--- config.mk ---
export PLATFORM = sky130hd
export DESIGN_NAME = adc_scan_scheduler
export DESIGN_NICKNAME = d
export VERILOG_FILES = /design/src/rtl/adc_sched_pkg.sv /design/src/rtl/adc_spi_frame.sv /design/src/rtl/adc_scan_scheduler.sv
export SDC_FILE = /design/constraint.sdc
export NUM_CORES = 1
export LEC_CHECK = 0
export ABC_AREA = 1
export BUFFER_PORTS_ARGS = -buffer_cell sky130_fd_sc_hd__buf_2
export CAP_MARGIN = 20
export CORE_AREA = 2 2 81 83
export CTS_CLUSTER_DIAMETER = 50
export DETAILED_ROUTE_END_ITERATION = 16
export DIE_AREA = 0 0 83 85
export PLACE_DENSITY = 0.77
export SKIP_CTS_REPAIR_TIMING = 1
export SLEW_MARGIN = 20
export SYNTH_ARGS = -nofsm -noshare
export SYNTH_HDL_FRONTEND = slang
export SYNTH_HIERARCHICAL = 1
export SYNTH_SLANG_ARGS = --single-unit
--- constraint.sdc ---
create_clock -name clk -period 1.5 [get_ports clk]
set_clock_uncertainty 0.05 [all_clocks]
set_input_delay 0.45 -clock clk [delete_from_list [all_inputs] [get_ports clk]]
set_output_delay 0.45 -clock clk [all_outputs]
set_load 0.03 [all_outputs]
--- src/rtl/adc_sched_pkg.sv ---
// Shared types and constants for the ADC scan scheduler.
// Frame geometry, averaging constants and round-robin pick helper.
package adc_sched_pkg;

  typedef enum logic [2:0] {
    S_IDLE,
    S_ARB,
    S_SETUP,
    S_SHIFT,
    S_GAP
  } state_t;

  localparam int DATA_W = 10;
  localparam int CMD_BITS = 5;
  localparam int FRAME_PERIODS = 17;
  localparam int FIRST_DATA_PERIOD = 7;
  localparam int AVG_N = 4;
  localparam int AVG_SHIFT = 2;
  localparam int SUM_W = 12;

  // First set request after ptr, wrapping modulo n.
  function automatic logic [2:0] rr_pick(
    input logic [7:0] r,
    input logic [2:0] ptr,
    input int         n
  );
    logic [2:0] g;
    logic       hit;
    int         idx;
    g   = ptr;
    hit = 1'b0;
    for (int i = 1; i <= 8; i++) begin
      idx = (int'(ptr) + i) % n;
      if (!hit && i <= n && r[idx[2:0]]) begin
        g   = idx[2:0];
        hit = 1'b1;
      end
    end
    return g;
  endfunction

endpackage

--- src/rtl/adc_spi_frame.sv ---
// One SETUP+SHIFT single-ended conversion frame on the SPI pins.
// Owns the SCLK half-period counter, command shifting and capture.
module adc_spi_frame
  import adc_sched_pkg::*;
#(
  parameter int CLK_DIV = 27
) (
  input  logic              clk,
  input  logic              rst,
  input  logic              start,
  input  logic [2:0]        chan,
  output logic              done,
  output logic [DATA_W-1:0] result,
  output logic              sclk,
  output logic              cs,
  output logic              din,
  input  logic              dout
);

  localparam int CNT_W = $clog2(CLK_DIV);
  localparam int LAST_HALF = 2 * FRAME_PERIODS;
  localparam int H_W = $clog2(LAST_HALF + 1);

  logic             active;
  logic [CNT_W-1:0] cnt;
  logic [H_W-1:0]   half;
  logic [H_W-1:0]   nh;
  logic [2:0]       chan_q;
  logic [4:0]       period;
  logic             cnt_end;

  function automatic logic cmd_bit(
    input logic [4:0] p,
    input logic [2:0] c
  );
    logic b;
    case (p)
      5'd0:    b = 1'b1;
      5'd1:    b = 1'b1;
      5'd2:    b = c[2];
      5'd3:    b = c[1];
      5'd4:    b = c[0];
      default: b = 1'b0;
    endcase
    return b;
  endfunction

  // Half 0 is setup; half 1+2p is low phase of period p, 2+2p high.
  assign cnt_end = (cnt == CNT_W'(CLK_DIV - 1));
  assign nh      = half + 1'b1;
  assign period  = 5'(half >> 1);
  assign done    = active & cnt_end & (half == H_W'(LAST_HALF));

  always_ff @(posedge clk) begin
    if (rst) begin
      active <= 1'b0;
      cnt    <= '0;
      half   <= '0;
      chan_q <= '0;
      cs     <= 1'b1;
      sclk   <= 1'b0;
      din    <= 1'b0;
      result <= '0;
    end else if (start && !active) begin
      active <= 1'b1;
      cnt    <= '0;
      half   <= '0;
      chan_q <= chan;
      cs     <= 1'b0;
      sclk   <= 1'b0;
      din    <= 1'b1;
      result <= '0;
    end else if (active) begin
      if (!cnt_end) begin
        cnt <= cnt + 1'b1;
      end else begin
        cnt <= '0;
        if (done) begin
          active <= 1'b0;
          cs     <= 1'b1;
          sclk   <= 1'b0;
          din    <= 1'b0;
        end else begin
          half <= nh;
          if (nh[0]) begin
            sclk <= 1'b0;
            din  <= cmd_bit(period, chan_q);
          end else begin
            sclk <= 1'b1;
            if (period >= 5'(FIRST_DATA_PERIOD))
              result <= {result[DATA_W-2:0], dout};
          end
        end
      end
    end
  end

endmodule

--- src/rtl/adc_scan_scheduler.sv ---
// Round-robin scheduler sharing one SPI ADC among N_CH requesters.
// Define ADC_AVG_EN to average 4 frames per grant.
module adc_scan_scheduler
  import adc_sched_pkg::*;
#(
  parameter int CLK_DIV = 27,
  parameter int N_CH    = 4,
  parameter int CS_HIGH = 2
) (
  input  logic              clk,
  input  logic              rst,
  input  logic [N_CH-1:0]   req,
  output logic [N_CH-1:0]   ack,
  output logic              valid,
  output logic [2:0]        ch,
  output logic [DATA_W-1:0] data,
  output logic              busy,
  output logic              AD_CLK,
  output logic              CS,
  output logic              DIN,
  input  logic              DOUT
);

  localparam int GAP_LEN = CS_HIGH * CLK_DIV;
  localparam int GAP_W = $clog2(GAP_LEN);

  state_t            state;
  state_t            state_nx;
  logic [2:0]        g;
  logic [2:0]        g_pick;
  logic [2:0]        rr_ptr;
  logic [GAP_W-1:0]  gap_cnt;
  logic              gap_end;
  logic              start;
  logic              frame_done;
  logic              fin;
  logic              more;
  logic [DATA_W-1:0] result;
  logic [7:0]        ack_w;

`ifdef ADC_AVG_EN
  logic [1:0]       frame_cnt;
  logic [SUM_W-1:0] sum;
  logic [SUM_W-1:0] sum_nx;
  assign sum_nx = sum + SUM_W'(result);
  // Counter wraps to zero after the last frame of a grant.
  assign more   = (frame_cnt != 2'd0);
`else
  assign more   = 1'b0;
`endif

  assign g_pick  = rr_pick(8'(req), rr_ptr, N_CH);
  assign gap_end = (gap_cnt == GAP_W'(GAP_LEN - 1));
  assign fin     = frame_done & (state == S_SHIFT);
  assign ack_w   = 8'd1 << g;

  adc_spi_frame #(
    .CLK_DIV(CLK_DIV)
  ) u_frame (
    .clk   (clk),
    .rst   (rst),
    .start (start),
    .chan  (g),
    .done  (frame_done),
    .result(result),
    .sclk  (AD_CLK),
    .cs    (CS),
    .din   (DIN),
    .dout  (DOUT)
  );

  always_ff @(posedge clk) begin
    if (rst) state <= S_IDLE;
    else     state <= state_nx;
  end

  always_comb begin
    state_nx = state;
    start    = 1'b0;
    busy     = (state != S_IDLE);
    unique case (state)
      S_IDLE:  if (|req) state_nx = S_ARB;
      S_ARB:   state_nx = S_SETUP;
      S_SETUP: begin
        start    = 1'b1;
        state_nx = S_SHIFT;
      end
      S_SHIFT: if (frame_done) state_nx = S_GAP;
      S_GAP: begin
        if (gap_end) begin
          if (more)       state_nx = S_SETUP;
          else if (|req)  state_nx = S_ARB;
          else            state_nx = S_IDLE;
        end
      end
      default: state_nx = S_IDLE;
    endcase
  end

  always_ff @(posedge clk) begin
    if (rst) begin
      rr_ptr    <= 3'(N_CH - 1);
      g         <= '0;
      gap_cnt   <= '0;
      ack       <= '0;
      valid     <= 1'b0;
      data      <= '0;
      ch        <= '0;
`ifdef ADC_AVG_EN
      frame_cnt <= '0;
      sum       <= '0;
`endif
    end else begin
      ack   <= '0;
      valid <= 1'b0;
      if (state == S_GAP && !gap_end) gap_cnt <= gap_cnt + 1'b1;
      else                            gap_cnt <= '0;
      if (state == S_ARB) begin
        g      <= g_pick;
        rr_ptr <= g_pick;
`ifdef ADC_AVG_EN
        frame_cnt <= '0;
        sum       <= '0;
`endif
      end
`ifdef ADC_AVG_EN
      if (fin) begin
        sum       <= sum_nx;
        frame_cnt <= frame_cnt + 1'b1;
        if (frame_cnt == 2'(AVG_N - 1)) begin
          valid <= 1'b1;
          ack   <= ack_w[N_CH-1:0];
          data  <= sum_nx[SUM_W-1:AVG_SHIFT];
          ch    <= g;
        end
      end
`else
      if (fin) begin
        valid <= 1'b1;
        ack   <= ack_w[N_CH-1:0];
        data  <= result;
        ch    <= g;
      end
`endif
    end
  end

endmodule
==> reports/qor.csv, run 1 <==
stage,metric,value,unit
synth,syn_inst,372,
timing,hold_viol,0,
power,power_switching,0.9958,mW
timing,report.final.setup_viol,27,
power,p_sw_frac,0.2685,
outcome,violations,setup timing,
drt,drt_iter0_drc,102,
global_route,top_usage_layer,met2,
cells_and_area,num-fill-cells,539,
timing,fin_crit_sh,1.086,
power,peakVddDrop,0.4541,mV
timing,rsz0062_at_grt,yes,
placement,post-place-cells,488,
placement,place.port_buffers,27,
global_route,antenna_found_initial,0,
setup_path,critPathBufInv,2,
synth,synth-async-reset-ratio,0,
setup_path,crit_top_cell,buf_6,
power,power_frac_seq,0.443,
placement,post-place-ws,-0.1013,ns
power,power_density,1066,nW/um2
die,ios,29,
synth,synth-main-ff-cell,dfxtp_1,
synth,yosysTopAreaCell,dfxtp_1,
global_route,grt_first_pass_wirelength,9.177,mm
clocking,cts_root_buf,clkbuf_8,
outcome,status,finished with violations,
placement,gp_congestion,0.8650,
global_route,globalRouteOverflowTotal,0,
placement,placed_area,3062,um2
setup_path,crit_arrival,1.13,ns
clocking,insertion_delay,0.34,ns
setup_path,crit_type,reg -> out,
clocking,htreeDepth,3,
drt,wirelength,5.914,mm
synth,avgSynthCellArea,7.342,um2
cells_and_area,multi_input_area,1428,um2
synth,synth.most_common_cell,nand2_1,
synth,synth_seq_cells,58,
synth,netlist_area,2731,um2
synth,synth-adder-area-share,0.02749,
timing,fmaxAchievable,0.6138,GHz
setup_path,endpoint_kind,primary output,
global_route,grt_max_degree,21,
drt,drtPass1Iterations,4,
cells_and_area,fin_nets,440,
synth,synthSimpleGateAreaFrac,0.3514,
clocking,cts_tree,yes,
setup_path,critical_path.max_fanout,3,
global_route,grt_pass1_vias,2146,
clocking,cts_made_buffers,9,
setup_path,critPathRequiredTime,1.00,ns
synth,synth_cell_types,34,
die,die_h,85,um
die,die-area,7055,um2
clocking,clk_pin_slew,0.06,ns
cells_and_area,num_antenna_cells,0,
power,combPwrFrac,0.157,
setup_path,cp_top_family,flip-flops,
setup_path,crit_slowest_cell,dfxtp_2,
drt,routed_via_density,4.770,
synth,yosysSeqAreaShare,0.4251,
die,core,6205,um2
timing,whs,0.3041,ns
global_route,grt_use_met2,0.2632,
placement,hpwl,3.944,mm
synth,synth_compound_area_frac,0.08016,
setup_path,start_kind,flip-flop,
die,initial_core_util,0.4402,
die,die_w,83,um
timing,fin_ws,-0.1291,ns
cells_and_area,syn2layout_area_growth,27.35,%
power,finalPower,3.709,mW
timing,fin_crit,1.629,ns
global_route,grt_usage,0.1608,
synth,synth_top_family_by_area,simple AND/OR/NAND/NOR gates,
clocking,cts.sinks,58,
synth,synth_mux_area_frac,0,
drt,vias,2423,
cells_and_area,fin_area,3478,um2
cells_and_area,drive_above_1_share,0.3063,
drt,postRouteAntennaNets,0,
setup_path,crit_chain,buf_6 -> nor2_4 -> nand2_2 -> buf_6,
synth,yosysTopAreaCellShare,0.4251,
worst_hold_path,hp-class,in -> reg,
run,cap_violations,0,
drt,drcViolationCount,0,
global_route,grt.met1_usage,0.1920,
timing,setup_tns,-1.222,ns
synth,synthXorXnorAreaFrac,0.01924,
power,power_frac_clock,0.400,
die,rows,29,
timing,drv_slew,0,
synth,synth_edf_count,0,
global_route,globalRouteMet3Util,0.05058,
synth,ys_warn_count,6,
clocking,cts_max_path_buffers,2,
setup_path,max_stage_delay,0.33,ns
power,p_leak,1.539,nW
cells_and_area,final_core_util,0.5606,
drt,avgRoutedWirePerCell,11.64,um
power,p_int,2.713,mW
cells_and_area,ff_latch_area,1170,um2
synth,ys_top_cells_by_count,"nand2_1 (95), dfxtp_1 (58), nor2_1 (58), inv_1 (35), a21oi_1 (24)",
synth,yosys-top-cells-area,"dfxtp_1 (43%), nand2_1 (13%), nor2_1 (8.0%)",
cells_and_area,instances_no_fill,508,
==> worst reg2reg max path, cell delays in order (launching register included) <==
cell and delay, ns:
dfxtp_2 0.32, inv_2 0.07, ha_4 0.14, nand3_4 0.09, nor2_8 0.19, nand3_4 0.09
nor2_4 0.20, buf_12 0.17, nand2_1 0.06, nand2_1 0.07, nor2_1 0.05
==> flip-flops by register name, indices dropped and copies added, names as in the netlist, 2 cells and up <==
| register | cells |
|---|---|
| u_frame/result | 10 |
| gap_cnt | 6 |
| ch | 2 |
| g | 2 |
| u_frame/half | 6 |
| rr_ptr | 2 |
| data | 10 |
| u_frame/cnt | 5 |
| u_frame/chan_q | 3 |
| state | 3 |
| ack | 4 |
==> per-layer routing <==
layer | wire [um] | part of all wire
met5 | 0 | 0
met4 | 104 | 0.018
met3 | 231 | 0.039
met2 | 2954 | 0.50
met1 | 2623 | 0.44
==> cells in the final DEF (no fill, tap or decap), types with 12 or more instances in the layout <==
master	count
a21oi_1	24
buf_2	26
dfxtp_1	51
nand2_1	86
nor2_1	58
buf_4	20
inv_1	31
clkbuf_8	12
nand2_2	17
nand3_1	15
==> path summary, 6_finish.rpt <==
| kind | startpoint | to | slack, ns | depth (start not counted) |
|---|---|---|---|---|
| setup / recovery | state[0]$_SDFFE_PP0P_ | busy | -0.13 | 4 |
| setup reg to reg | u_frame/cnt[0]$_SDFFE_PP0P_ | u_frame/result[2]$_SDFFE_PP0P_ | -0.10 | 10 |
| hold reg to reg | u_frame/chan_q[1]$_SDFFE_PP0P_ | u_frame/chan_q[1]$_SDFFE_PP0P_ | 0.41 | 2 |
| hold / removal | rst | u_frame/din$_SDFFE_PP0P_ | 0.30 | 2 |
==> power by group through the flow <==
stage          Sequential [mW]  Clock (mW)  Combinational (mW)
2_1_floorplan             1.67           0               0.419
3_3_place_gp              1.66           0               0.535
3_5_place_dp              1.66           0               0.547
6_report                  1.64        1.48               0.584
4_1_cts                   1.63        1.51               0.549
5_1_grt                   1.65        1.58               0.652
==> area by class of cell <==
cell class / instances / area share
sequential: 58 / 0.3363
multi-input combinational: 262 / 0.4104
timing repair buffer: 54 / 0.1129
clock inverter: 2 / 0.01007
clock buffer: 13 / 0.04856
inverter: 42 / 0.05396
tap: 77 / 0.02770
==> cell families after synthesis <==
| kind of cell | after synthesis |
|---|---|
| simple gates | 208 |
| flops | 58 |
| buf+inv | 53 |
| compound gates | 40 |
| xor+xnor | 6 |
| fa+ha+maj | 6 |
| other cells | 1 |
(Power assumes the default switching activity.)
==> inputs of run 2 (changes only) <==
CORE_AREA = 2 2 76 78   (was 2 2 81 83)
DIE_AREA = 0 0 78 80   (was 0 0 83 85)
GPL_ROUTABILITY_DRIVEN = 0   (was default)
PLACE_DENSITY = 0.85   (was 0.77)
==> reports/qor.csv, run 2 (synthesis results as in run 1) <==
stage,metric,value,unit,change
power,power_density,1025,nW/um2,was 1066 nW/um2
cells_and_area,syn2layout_area_growth,31.06,%,was 27.35%
cells_and_area,num_antenna_cells,0,,unchanged
global_route,grt_max_degree,21,,unchanged
placement,hpwl,4.050,mm,was 3.944 mm
cells_and_area,final_common_cell,nand2_1,,unchanged
setup_path,crit_arrival,1.13,ns,about the same
clocking,htreeDepth,3,,unchanged
setup_path,ff2ff_setup_slack,-0.05,ns,was -0.10 ns
setup_path,start_kind,flip-flop,,unchanged
cells_and_area,final_core_util,0.6623,,was 0.5606
setup_path,r2r_end,u_frame/chan_q[1]$_SDFFE_PP0P_,,was u_frame/result[2]$_SDFFE_PP0P_
power,peakVddDrop,0.5776,mV,was 0.4541 mV
setup_path,reg2regPathDepth,8,,was 10
setup_path,critPathBufInv,2,,unchanged
drt,drcViolationCount,0,,unchanged
setup_path,cp-endpoint,busy,,unchanged
setup_path,r2r_start,state[1]$_SDFFE_PP0P_,,was u_frame/cnt[0]$_SDFFE_PP0P_
drt,postRouteAntennaNets,0,,unchanged
drt,drt_iter0_drc,136,,was 102
setup_path,critPathRequiredTime,1.00,ns,about the same
clocking,cts_max_path_buffers,2,,unchanged
setup_path,startpoint,state[0]$_SDFFE_PP0P_,,unchanged
setup_path,cp.depth,4,,unchanged
clocking,cts_tree,yes,,unchanged
drt,vias,2532,,was 2423
global_route,globalRouteOverflowTotal,0,,unchanged
setup_path,crit_type,reg -> out,,unchanged
timing,drv_slew,0,,unchanged
drt,wirelength,6.719,mm,was 5.914 mm
timing,report.final.setup_viol,14,,was 27
timing,fin_crit_sh,1.086,,about the same
cells_and_area,drive_above_1_share,0.3618,,was 0.3063
timing,fmaxAchievable,0.6141,GHz,was 0.6138 GHz
cells_and_area,fin_area,3580,um2,was 3478 um2
clocking,clk_pin_slew,0.07,ns,was 0.06 ns
setup_path,crit_slowest_cell,dfxtp_2,,unchanged
clocking,cts_root_buf,clkbuf_8,,unchanged
outcome,violations,setup timing,,unchanged
setup_path,max_stage_delay,0.32,ns,was 0.33 ns
setup_path,endpoint_kind,primary output,,unchanged
die,die_w,78,um,was 83 um
clocking,cts_made_buffers,9,,unchanged
timing,fin_crit,1.628,ns,was 1.629 ns
drt,drtPass1Iterations,4,,unchanged
die,die_h,80,um,was 85 um
setup_path,cp_top_family,flip-flops,,unchanged
global_route,grt_pass1_vias,2258,,was 2146
clocking,cts.sinks,58,,unchanged
global_route,grt_first_pass_wirelength,9.749,mm,was 9.177 mm
die,initial_core_util,0.5053,,was 0.4402
setup_path,crit_chain,buf_6 -> nor2_4 -> nand2_2 -> buf_6,,unchanged
setup_path,critical_path.max_fanout,3,,unchanged
drt,routed_via_density,5.004,,was 4.770
die,core,5405,um2,was 6205 um2
outcome,status,finished with violations,,unchanged
cells_and_area,fin_nets,442,,was 440
timing,fin_ws,-0.1284,ns,was -0.1291 ns
die,ios,29,,unchanged
placement,placed_area,3063,um2,was 3062 um2
worst_hold_path,hp-class,in -> reg,,unchanged
global_route,grt_usage,0.2015,,was 0.1608
timing,hold_viol,0,,unchanged
die,die-area,6240,um2,was 7055 um2
placement,place.port_buffers,27,,unchanged
die,rows,27,,was 29
cells_and_area,most-common-layout-cells,"nand2_1 (71), nor2_1 (56), dfxtp_1 (51), inv_1 (32), buf_2 (27)",,"was nand2_1 (86), nor2_1 (58), dfxtp_1 (51), inv_1 (31), buf_2 (26)"
global_route,antenna_found_initial,0,,unchanged
cells_and_area,reg_top3,"data (10), u_frame/result (10)",,unchanged
run,cap_violations,0,,unchanged
setup_path,crit_top_cell,buf_6,,unchanged
drt,avgRoutedWirePerCell,13.28,um,was 11.64 um
timing,rsz0062_at_grt,yes,,unchanged
clocking,insertion_delay,0.35,ns,was 0.34 ns
power,p_leak,1.562,nW,was 1.539 nW
==> run 2: cell types whose count changed in the layout (fill, tap and decap cells not counted), sizes merged <==
cell,change
bufinv,-1
inv,+2
buf,+2
==> run 2: final cells by class <==
| class | count | area, um2 |
|---|---|---|
| clock inverters | 2 | 10.01 |
| clock buffers | 14 | 172.7 |
| fillers | 427 | 1826 |
| inverters | 42 | 180.2 |
| well taps | 72 | 90.09 |
| repair buffers | 55 | 384.1 |
| flip-flops and latches | 58 | 1172 |
| multi-input cells | 262 | 1559 |
| repair inverters | 1 | 11.26 |
==> run 2: worst min-delay path by stage <==
stage | start | to | slack (ns) | cells after the start
2_1_floorplan | u_frame/chan_q[1]$_SDFFE_PP0P_ | u_frame/chan_q[1]$_SDFFE_PP0P_ | 0.38 | 2
3_3_place_gp | gap_cnt[0]$_SDFF_PP0_ | gap_cnt[0]$_SDFF_PP0_ | 0.40 | 1
3_5_place_dp | data[6]$_SDFFE_PP0N_ | data[6]$_SDFFE_PP0N_ | 0.41 | 2
4_1_cts | rst | u_frame/din$_SDFFE_PP0P_ | 0.33 | 2
5_1_grt | rst | u_frame/din$_SDFFE_PP0P_ | 0.37 | 2
6_report | rst | u_frame/din$_SDFFE_PP0P_ | 0.36 | 2
==> run 2: power by group <==
part           switching (mW)  internal, mW  total [mW]
Clock                   0.600         0.730        1.33
Sequential             0.0536          1.60        1.65
Combinational           0.428         0.260       0.688
==> run 2: worst register-to-register path, stage by stage, from the launching register on <==
cell,delay [ns]
dfxtp_1,0.40
inv_1,0.08
nor3_1,0.23
inv_1,0.07
nor2_1,0.08
buf_4,0.14
inv_1,0.10
o21ai_0,0.22
a21oi_1,0.06
==> run 2: metrics by stage <==
| step | setup TNS (ns) | hold WS, ns | worst slack [ns] | instances | power [mW] |
|---|---|---|---|---|---|
| final | -0.3177 | 0.3608 | -0.1284 | 506 | 3.668 |
| after global placement | 0 | 0.3977 | 0.02927 | 484 | 2.196 |
| after detailed placement | -0.1974 | 0.4065 | -0.03658 | 484 | 2.216 |
| after global routing | -3.324 | 0.3707 | -0.1734 | 506 | 3.855 |
| after floorplan | 0 | 0.3784 | 0.002160 | 373 | 2.087 |
| after CTS | -0.8412 | 0.3276 | -0.2070 | 500 | 3.535 |
==> run 2: per-layer routing <==
metal | vias up | track usage | share of wire
li1 | 1277 | - | -
met1 | 1185 | 0.2324 | 0.42
met2 | 56 | 0.3345 | 0.52
met3 | 14 | 0.07353 | 0.043
met4 | 0 | 0.09123 | 0.018
met5 | - | 0 | 0
